[config.mk]
export PLATFORM = sky130hd
export DESIGN_NAME = clk_div_ctrl_flat
export DESIGN_NICKNAME = d
export VERILOG_FILES = /design/src/rtl/clk_div_ctrl_if.sv /design/src/rtl/clk_div_ctrl.sv /design/src/flat_wrapper.sv
export SDC_FILE = /design/constraint.sdc
export NUM_CORES = 1
export LEC_CHECK = 0
export CAP_MARGIN = 5
export CORE_MARGIN = 3
export CORE_UTILIZATION = 45
export CTS_CLUSTER_DIAMETER = 200
export CTS_CLUSTER_SIZE = 40
export DETAILED_ROUTE_END_ITERATION = 12
export MAX_ROUTING_LAYER = met4
export PLACE_DENSITY = 0.82
export SLEW_MARGIN = 30
export SYNTH_ARGS = -nofsm -noshare
export SYNTH_HDL_FRONTEND = slang
export SYNTH_SLANG_ARGS = --single-unit
[constraint.sdc]
create_clock -name i_ref_clk -period 2.1 [get_ports i_ref_clk]
set_clock_uncertainty 0.1 [all_clocks]
set_input_delay 0.42 -clock i_ref_clk [delete_from_list [all_inputs] [get_ports i_ref_clk]]
set_output_delay 0.42 -clock i_ref_clk [all_outputs]
set_load 0.01 [all_outputs]
[src/rtl/clk_div_ctrl_if.sv]
// Ratio-change handshake bundle between requesters and the clock divider controller.
interface clk_div_ctrl_if #(
    parameter int DIV_RATIO_WIDTH = 8
);
    logic                       i_req0;
    logic                       i_req1;
    logic [DIV_RATIO_WIDTH-1:0] i_ratio0;
    logic [DIV_RATIO_WIDTH-1:0] i_ratio1;
    logic                       o_ack0;
    logic                       o_ack1;
    logic [DIV_RATIO_WIDTH-1:0] o_div_ratio;
    logic                       o_clk_en;
    logic                       o_busy;
    logic                       o_bypass;

    modport master (
        output i_req0, i_req1, i_ratio0, i_ratio1,
        input  o_ack0, o_ack1, o_div_ratio, o_clk_en, o_busy, o_bypass
    );

    modport slave (
        input  i_req0, i_req1, i_ratio0, i_ratio1,
        output o_ack0, o_ack1, o_div_ratio, o_clk_en, o_busy, o_bypass
    );
endinterface

[src/rtl/clk_div_ctrl.sv]
// Glitch-safe divide-ratio controller: gates the divider, loads the new ratio, settles, then acks.
// Define CLK_DIV_CTRL_RR_EN for round-robin arbitration; otherwise requester 0 has fixed priority.
module clk_div_ctrl #(
    parameter int DIV_RATIO_WIDTH = 8,
    parameter int DEFAULT_RATIO   = 8,
    parameter int SETTLE_CYCLES   = 4
) (
    input logic           i_ref_clk,
    input logic           i_rst_n,
    clk_div_ctrl_if.slave bus
);

    typedef enum logic [2:0] {START, IDLE, GATE, LOAD, SETTLE, ACK} state_t;

    localparam logic [DIV_RATIO_WIDTH-1:0] RESET_RATIO = DIV_RATIO_WIDTH'(DEFAULT_RATIO);
    localparam logic [3:0]                 SETTLE_LAST = 4'(SETTLE_CYCLES - 1);

    state_t                     state_q, state_d;
    logic [DIV_RATIO_WIDTH-1:0] div_ratio_q, div_ratio_d;
    logic                       clk_en_q, clk_en_d;
    logic                       busy_q, busy_d;
    logic [3:0]                 cnt_q, cnt_d;
    logic                       win_idx_q, win_idx_d;
    logic [DIV_RATIO_WIDTH-1:0] win_ratio_q, win_ratio_d;
    logic                       has_win_q, has_win_d;
    logic                       ack0, ack1;
    logic                       pick1;
    logic [DIV_RATIO_WIDTH-1:0] pick_ratio;

`ifdef CLK_DIV_CTRL_RR_EN
    // ptr_q holds the index served last, so the other requester wins a tie.
    logic ptr_q, ptr_d;
    assign pick1 = bus.i_req1 & (~bus.i_req0 | ~ptr_q);
`else
    assign pick1 = bus.i_req1 & ~bus.i_req0;
`endif
    assign pick_ratio = pick1 ? bus.i_ratio1 : bus.i_ratio0;

    always_comb begin
        state_d     = state_q;
        div_ratio_d = div_ratio_q;
        clk_en_d    = clk_en_q;
        busy_d      = busy_q;
        cnt_d       = cnt_q;
        win_idx_d   = win_idx_q;
        win_ratio_d = win_ratio_q;
        has_win_d   = has_win_q;
        ack0        = 1'b0;
        ack1        = 1'b0;
`ifdef CLK_DIV_CTRL_RR_EN
        ptr_d       = ptr_q;
`endif
        case (state_q)
            START: begin
                clk_en_d  = 1'b1;
                cnt_d     = 4'd0;
                has_win_d = 1'b0;
                state_d   = SETTLE;
            end
            IDLE: begin
                if (bus.i_req0 || bus.i_req1) begin
                    win_idx_d   = pick1;
                    win_ratio_d = pick_ratio;
                    has_win_d   = 1'b1;
                    busy_d      = 1'b1;
                    if (pick_ratio == div_ratio_q) begin
                        state_d = ACK;
                    end else begin
                        clk_en_d = 1'b0;
                        state_d  = GATE;
                    end
                end
            end
            GATE: begin
                div_ratio_d = win_ratio_q;
                state_d     = LOAD;
            end
            LOAD: begin
                clk_en_d = 1'b1;
                cnt_d    = 4'd0;
                state_d  = SETTLE;
            end
            SETTLE: begin
                cnt_d = cnt_q + 4'd1;
                if (cnt_q == SETTLE_LAST) begin
                    if (has_win_q) begin
                        state_d = ACK;
                    end else begin
                        busy_d  = 1'b0;
                        state_d = IDLE;
                    end
                end
            end
            ACK: begin
                ack0      = ~win_idx_q;
                ack1      = win_idx_q;
                busy_d    = 1'b0;
                has_win_d = 1'b0;
                state_d   = IDLE;
`ifdef CLK_DIV_CTRL_RR_EN
                ptr_d     = win_idx_q;
`endif
            end
            default: state_d = START;
        endcase
    end

    always_ff @(posedge i_ref_clk or negedge i_rst_n) begin
        if (!i_rst_n) begin
            state_q     <= START;
            div_ratio_q <= RESET_RATIO;
            clk_en_q    <= 1'b0;
            busy_q      <= 1'b1;
            cnt_q       <= 4'd0;
            win_idx_q   <= 1'b0;
            win_ratio_q <= RESET_RATIO;
            has_win_q   <= 1'b0;
`ifdef CLK_DIV_CTRL_RR_EN
            ptr_q       <= 1'b1;
`endif
        end else begin
            state_q     <= state_d;
            div_ratio_q <= div_ratio_d;
            clk_en_q    <= clk_en_d;
            busy_q      <= busy_d;
            cnt_q       <= cnt_d;
            win_idx_q   <= win_idx_d;
            win_ratio_q <= win_ratio_d;
            has_win_q   <= has_win_d;
`ifdef CLK_DIV_CTRL_RR_EN
            ptr_q       <= ptr_d;
`endif
        end
    end

    assign bus.o_ack0      = ack0;
    assign bus.o_ack1      = ack1;
    assign bus.o_div_ratio = div_ratio_q;
    assign bus.o_clk_en    = clk_en_q;
    assign bus.o_busy      = busy_q;
    assign bus.o_bypass    = (div_ratio_q < DIV_RATIO_WIDTH'(2));

endmodule

[src/flat_wrapper.sv]
// flat-port wrapper written by rule: the top's interface ports become plain ports
module clk_div_ctrl_flat 
#(
    parameter int DIV_RATIO_WIDTH = 8,
    parameter int DEFAULT_RATIO   = 8,
    parameter int SETTLE_CYCLES   = 4
)
  (i_ref_clk, i_rst_n, bus_i_req0, bus_i_req1, bus_i_ratio0, bus_i_ratio1, bus_o_ack0, bus_o_ack1, bus_o_div_ratio, bus_o_clk_en, bus_o_busy, bus_o_bypass);
  clk_div_ctrl_if #(.DIV_RATIO_WIDTH(DIV_RATIO_WIDTH)) bus_i ();
  input logic i_ref_clk;
  input logic i_rst_n;
  input wire logic [$bits(bus_i.i_req0)-1:0] bus_i_req0;
  input wire logic [$bits(bus_i.i_req1)-1:0] bus_i_req1;
  input wire logic [$bits(bus_i.i_ratio0)-1:0] bus_i_ratio0;
  input wire logic [$bits(bus_i.i_ratio1)-1:0] bus_i_ratio1;
  output wire logic [$bits(bus_i.o_ack0)-1:0] bus_o_ack0;
  output wire logic [$bits(bus_i.o_ack1)-1:0] bus_o_ack1;
  output wire logic [$bits(bus_i.o_div_ratio)-1:0] bus_o_div_ratio;
  output wire logic [$bits(bus_i.o_clk_en)-1:0] bus_o_clk_en;
  output wire logic [$bits(bus_i.o_busy)-1:0] bus_o_busy;
  output wire logic [$bits(bus_i.o_bypass)-1:0] bus_o_bypass;
  assign bus_i.i_req0 = bus_i_req0;
  assign bus_i.i_req1 = bus_i_req1;
  assign bus_i.i_ratio0 = bus_i_ratio0;
  assign bus_i.i_ratio1 = bus_i_ratio1;
  assign bus_o_ack0 = bus_i.o_ack0;
  assign bus_o_ack1 = bus_i.o_ack1;
  assign bus_o_div_ratio = bus_i.o_div_ratio;
  assign bus_o_clk_en = bus_i.o_clk_en;
  assign bus_o_busy = bus_i.o_busy;
  assign bus_o_bypass = bus_i.o_bypass;
  clk_div_ctrl #(.DIV_RATIO_WIDTH(DIV_RATIO_WIDTH), .DEFAULT_RATIO(DEFAULT_RATIO), .SETTLE_CYCLES(SETTLE_CYCLES)) u_core (.i_ref_clk(i_ref_clk), .i_rst_n(i_rst_n), .bus(bus_i));
endmodule
After elaboration in Yosys (flattened, before gate mapping)
Index checks and enable logic that the tools add are counted.
W data, S select, Z words.

operators by class
  reduce and logical (&&, ||, !) cells = 13
  equal/unequal tests = 11
  bitwise gates (word level) = 3
  order comparisons = 1
  multiplexer cells = 17
  add/sub/neg operators = 1

operators with widths
  kind                   number
  $pmux W3 S5            1
  $mux W3                4
  $eq A8 B8 Y1           1
  $lt A8 B2 Y1 const B   1
  $mux W8                1
  $pmux W4 S2            1
  $mux W1                7
  $eq A3 B2 Y1 const B   2
  $eq A3 B3 Y1 const B   2
  $reduce_and A2 Y1      3
  $reduce_bool A2 Y1     3
  $add A4 B1 Y4 const B  1
  $eq A4 B2 Y1 const B   1
  $ne A2 B1 Y1 const B   2
  $ne A2 B2 Y1 const B   2
  $pmux W1 S2            2
  $reduce_and A4 Y1      1
  $reduce_or A2 Y1       2
  $eq A3 B1 Y1 const B   1
  $logic_not A3 Y1       1
  $pmux W1 S3            1
  $reduce_and A3 Y1      1
  $reduce_bool A3 Y1     1
  $not A1 Y1             2
  2 further kinds        2

word-level totals
  register bits = 27
  output and inout port bits = 13
  logic and storage cells = 54
  input port bits = 20

Longest topological paths before layout
Gate-level depths: netlist (run 1).

  depth in word-level cells = 7
  mapped depth = 6
  gate-level depth less buffers = 6

Worst setup path after synthesis (run 1)
No wires, ideal clock.

  path kind = register to output
  start point = register u_core.div_ratio_q[4], in the netlist u_core.bus.o_div_ratio[4]
  end point = output port bus_o_bypass
  arrival = 1.323 ns
  required time = 1.580 ns
  slack = 0.257 ns
  cell stages (with the launch flop) = 3
  cells stage by stage = dfrtp_1 > or4_1 > nor4_1

between the ends
  cells in the longest elaborated chain, start to end = 1

ends and longest elaborated chain
  what                    line                 RTL
  start, declared         clk_div_ctrl.sv:19   logic [DIV_RATIO_WIDTH-1:0] div_ratio_q, div_ratio_d;
  start signal, assigned  clk_div_ctrl.sv:123  div_ratio_q <= div_ratio_d;
  $lt A8 B2 Y1            clk_div_ctrl.sv:141  assign bus.o_bypass = (div_ratio_q < DIV_RATIO_WIDTH'(2));
  end, declared           flat_wrapper.sv:21   output wire logic [$bits(bus_i.o_bypass)-1:0] bus_o_bypass;

Every way passes these cells.

Worst setup path after layout (run 1)
Ends and elaborated chain as after synthesis.

==> run metrics, run 1 <==
TritonCTS clock tree yes; sequential fraction of the synthesis area 44.5%; Starting DRT DRC Count 81; fmax 459 MHz; unrepaired setup endpoints after global routing true; syn nets 177; Int Pwr 1600 uW; clock power share 8.9%; GPL Wtd Cong 0.866; initial antenna violation count 0; Worst-Skew Late Latency 0.33 ns; CTS buffer count 3; sw power 1030 uW; sequential power share 36.9%; Vias/cell 5.38; Slew HR 73.5%; switch share 39.1%; CP Launch Type flop; Root Buffer clkbuf_4; largest net degree at the start of global routing 28; CP Max Fanout 2; Inserted Diodes 0; DRC viols 0; Area contributors post-synth dfrtp_1 39%, mux2i_1 5.2%, dfstp_2 5.2%; Critical Path RT 1.58 ns; outcome finished with violations; CTS sink cnt 27; placed cell areas 2020 um^2; Mapped Cells 156; Syn Area/Cell 9.79 um^2; Layout area overhead 35.9%; DR vias 1,361; DR WL/cell 15.5 um; Post-Route WL 3.92 mm; max-cap viol count 0; fin crit share 104%; Worst-Margin Slew 0.397 ns; GRT Util Overall 20.9%; io pins 33; final setup violation count 1; design area 2070 um^2; Synth area leader dfrtp_1; Pwr per Cell Area 1270 nW/um^2; leakage 0.000928 uW; Seq cells post-synth 27; critical path data arrival time 1.66 ns; PortBufs 32; antenna-violating nets left 0; fin worst setup slack -0.0772 ns; Unique masters post-synth 39; die area 4130 um^2; footprint of the multi-input gates 801 um^2; Detail Placement HPWL 3.09 mm; Die Wd 64.2 um; Ys Warns 0; worst hold path type in2async; Initial Utilization 48.4%; row cnt 20; Fin. Hold Viols 0; worst vdd ir 695 uV; clock-pin transition on the worst setup and hold timing paths 0.16 ns; Hold-fix buffers, CTS 0; dpl ws -0.159 ns; Worst setup EP type primary output; total gr overflow 0; critical path class reg2out; Combinational Power Share 54.2%; failing checks negative setup slack; register area 679 um^2; Nets 231; Post-Route Utilization 65.8%; Max clock buf depth 2; htree depth 1; die height 64.2 um; commonest non-fill, non-tap cell in the layout clkdlybuf4s50_1; most frequent cells in the layout 29 x clkdlybuf4s50_1, 24 x buf_4, 24 x dfrtp_1; Slew Limit Fails 0; layout cell share with drive strength beyond 1 22.0%; vias in the first global route 1,502; first-pass GRT wire length 6.76 mm; synthesized cell area 1530 um^2; Fill cells 263; 1st-pass router iterations 4; Yosys top cell area share 39.3%; Period minus WS final 2.18 ns; Core Area 3150 um^2
## per-layer routing
layer | up-vias | share of wire [%] | global-route usage (%)
li1 | 661 | - | -
met1 | 662 | 41 | 22.1
met2 | 34 | 55 | 39.7
met3 | 4 | 3.8 | 4.22
met4 | 0 | 0.92 | 5.01
met5 | - | 0 | -
## state kept, by name (all words and copies together), names as in the netlist
name                    cells
u_core.win_ratio_q          8
u_core.win_idx_q            1
u_core.state_q              3
u_core.bus.o_clk_en         1
u_core.bus.o_busy           1
u_core.has_win_q            1
u_core.cnt_q                4
u_core.bus.o_div_ratio      8
## per-stage QoR
stage          TNS, ns  power, uW  hold slack, ns  instances
2_1_floorplan        0       1740          0.0244        156
3_3_place_gp    -0.136       2270           0.351        245
3_5_place_dp    -0.479       2360           0.356        245
4_1_cts        -0.0148       2620           0.344        252
5_1_grt         -0.188       2830           0.339        253
6_report       -0.0772       2620           0.335        253
## path summary, 6_finish.rpt
kind	from	endpoint	slack, ns	depth (start not counted)
min reg2reg	u_core.bus.o_busy	u_core.bus.o_busy	0.37	2
max reg2reg	u_core.bus.o_div_ratio[3]	u_core.state_q[1]	0.27	5
min in group i_ref_clk	u_core.bus.o_busy	u_core.bus.o_busy	0.37	2
min	i_rst_n	u_core.cnt_q[2]	0.34	2
max	u_core.bus.o_div_ratio[4]	bus_o_bypass	-0.08	3
max in group asynchronous	i_rst_n	u_core.win_ratio_q[3]	1.27	2
## kinds of logic after synthesis
family,share of synthesized area [%]
flops,44.5
mux,10.4
simple gates,17.5
fa+ha+maj,0.820
xor+xnor,5.16
compound gates,18.4
buf+inv,3.20
## power by group through the flow
| stage | Clock [uW] | Combinational (uW) | Sequential [uW] |
|---|---|---|---|
| floorplan | 0 | 726 | 1010 |
| global placement | 0 | 1310 | 958 |
| detailed placement | 0 | 1380 | 985 |
| CTS | 237 | 1420 | 967 |
| global route | 267 | 1570 | 1000 |
| finish | 233 | 1420 | 968 |
## cells in the mapped netlist, drive strengths merged
library cell  count
a21o              2
and3              2
o22ai             1
o21a              1
a21boi            1
nor4              1
nor3              4
or4               1
a21oi             7
nor3b             4
a2111oi           2
o2111ai           2
inv               5
nor2              7
nor2b             2
nand4             2
mux2              7
dfstp             3
dfrtp            24
xor2              4
or2b              1
clkbuf            4
nand2            17
o32ai             1
o211ai            1
buf               3
o31ai             2
mux2i             8
xnor2             5
o21ai            18
nand2b            7
ha                1
a22o              3
and2              2
o221ai            1
## worst max-delay path: stages, from the launching register on
cell and delay, ns:
dfrtp_1 0.41, or4_1 0.54, nor4_1 0.20, buf_2 0.18
## repair_timing
action | CTS | global route
setup endpoints to repair | 3 | 1
gates resized for setup | 8 | 0
buffers inserted | 3 | 1
## final cells by class
type,instances,share of cell area [%]
clock buffers,3,1.09
multi-input cells,117,38.6
flip-flops and latches,27,32.8
well taps,44,2.65
inverters,5,0.905
clock inverters,1,0.241
repair buffers,56,23.8
(Power assumes the default switching activity.)
==> run 2, diff against run 1 <==
CORE_UTILIZATION = 40   (was 45)
PLACE_DENSITY = 0.75   (was 0.82)
SKIP_CTS_REPAIR_TIMING = 1   (was unset)
==> run metrics, run 2 (synthesized netlist as in run 1, its figures left out) <==
outcome finished, final reports clean; worst hold path type reg2reg; Detail Placement HPWL 3.00 mm (-2.8%); Worst setup EP type primary output; Nets 232 (+0.43%); fmax 488 MHz (+6.1%); worst vdd ir 724 uV (+4.1%); Max clock buf depth 2 (unchanged); max-cap viol count 0 (unchanged); GPL Wtd Cong 0.877 (+1.3%); switch share 37.7% (-1.4 points); row cnt 21 (+5.0%); Post-Route WL 3.86 mm (-1.5%); CP Max Fanout 2 (unchanged); clock power share 10.9% (+2.0 points); reg-to-reg startpoint u_core.bus.o_div_ratio[3]; Starting DRT DRC Count 39 (-52%); sw power 1010 uW (-1.9%); Root Buffer clkbuf_8; vias in the first global route 1,452 (-3.3%); Slew HR 74.6% (+1.1 points); leakage 0.000963 uW (+3.8%); Layout area overhead 38.8%; cell class contributing the biggest share of worst-path delay simple AND/OR/NAND/NOR gates; DR vias 1,372 (+0.81%); first-pass GRT wire length 6.53 mm (-3.4%); Int Pwr 1660 uW (+4.3%); Vias/cell 5.36 (-0.37%); hold_ws 0.362 ns (+0.0268 ns); Post-Route Utilization 60.6% (-5.2 points); io pins 33 (unchanged); Fill cells 309 (+17%); CTS sink cnt 27 (unchanged); CP Launch Type flop; Worst-Margin Slew 0.380 ns (-0.0168 ns); CP startpoint u_core.bus.o_div_ratio[4]; DRC viols 0 (unchanged); Fin. Hold Viols 0 (unchanged); layout cell share with drive strength beyond 1 23.3% (+1.3 points); GRT Util Overall 19.3% (-1.7 points); Slew Limit Fails 0 (unchanged); 1st-pass router iterations 4 (unchanged); Die Wd 67.8 um (+5.5%); fin crit share 97.7% (-6.0 points); sequential power share 36.6% (-0.3 points); antenna-violating nets left 0 (unchanged); Initial Utilization 43.7% (-4.7 points); design area 2120 um^2 (+2.1%); CP cell instances or4_1 -> nor4_2 -> clkbuf_2; placed cell areas 2030 um^2 (+0.50%); critical path class reg2out; DR WL/cell 15.1 um (-2.7%); Critical path buffers and inverters 1 (unchanged); die area 4590 um^2 (+11%); critical path data arrival time 1.53 ns (-0.13 ns); Period minus WS final 2.05 ns (-0.126 ns); TritonCTS clock tree yes; final setup violation count 0 (-1); Critical Path RT 1.58 ns (about the same); PortBufs 32 (unchanged); die height 67.8 um (+5.5%); most frequent cells in the layout 29 x clkdlybuf4s50_1, 25 x buf_4, 22 x dfrtp_1; max incr delay on CP 0.55 ns (about the same); CTS buffer count 3 (unchanged); Worst-Skew Late Latency 0.27 ns (-0.06 ns); Pwr per Cell Area 1260 nW/um^2 (-0.26%); Slowest-stage cell, CP or4_1; Core Area 3490 um^2 (+11%); Combinational Power Share 52.6% (-1.6 points); initial antenna violation count 0 (unchanged); clock-pin transition on the worst setup and hold timing paths 0.09 ns (-0.07 ns); total gr overflow 0 (unchanged); htree depth 1 (unchanged); largest net degree at the start of global routing 28 (unchanged); unrepaired setup endpoints after global routing true; HP Start u_core.bus.o_busy; Inserted Diodes 0 (unchanged); commonest non-fill, non-tap cell in the layout clkdlybuf4s50_1
-- run 2: changes by cell type in the layout (fill, tap and decap cells not counted), sizes merged --
cell,change
clkbuf,+2
dlymetal6s2s,+2
clkinv,-1
dlygate4sd2,-2
-- run 2: per-stage QoR --
step / worst slack (ns) / cells / power, uW / setup TNS (ns)
detailed placement: -0.163 / 248 / 2350 / -0.563
global route: -0.00968 / 256 / 2900 / -0.00968
floorplan: 0.257 / 156 / 1740 / 0
CTS: -0.402 / 252 / 2650 / -0.552
finish: 0.0489 / 256 / 2670 / 0
global placement: -0.0913 / 248 / 2280 / -0.163
-- run 2: cell type report --
class / instances / area, um^2 / area share [%]
clock buffer: 4 / 45.0 / 2.13
inverter: 5 / 18.8 / 0.886
multi-input combinational: 117 / 807 / 38.1
sequential: 27 / 682 / 32.2
tap: 46 / 57.6 / 2.72
timing repair buffer: 57 / 508 / 24.0
-- run 2: power groups by stage --
stage,Combinational (uW),Clock (uW),Sequential [uW]
2_1_floorplan,726,0,1010
3_3_place_gp,1310,0,970
3_5_place_dp,1360,0,991
4_1_cts,1370,300,981
5_1_grt,1570,318,1010
6_report,1400,291,977
-- run 2: path summary, 6_finish.rpt --
path / cells past startpoint / slack, ns / end
setup reg to reg: 5 / 0.30 / u_core.state_q[1]
min in group asynchronous: 2 / 0.43 / u_core.bus.o_div_ratio[0]
hold reg to reg: 2 / 0.36 / u_core.bus.o_busy
setup / recovery: 3 / 0.05 / bus_o_bypass
max in group asynchronous: 2 / 1.16 / u_core.bus.o_div_ratio[3]
hold / removal: 2 / 0.36 / u_core.bus.o_busy
-- run 2: metal layers --
layer / share of wire, % / GRT usage [%] / vias up
li1: - / - / 664
met1: 42 / 21.7 / 674
met2: 53 / 35.6 / 32
met3: 4.0 / 2.33 / 2
met4: 0.52 / 5.46 / 0
met5: 0 / - / -
-- run 2: tightest hold or removal path, stage by stage, from the launching register on --
cell and delay, ns:
dfstp_2 0.38, nand2_1 0.05, nand2_1 0.04
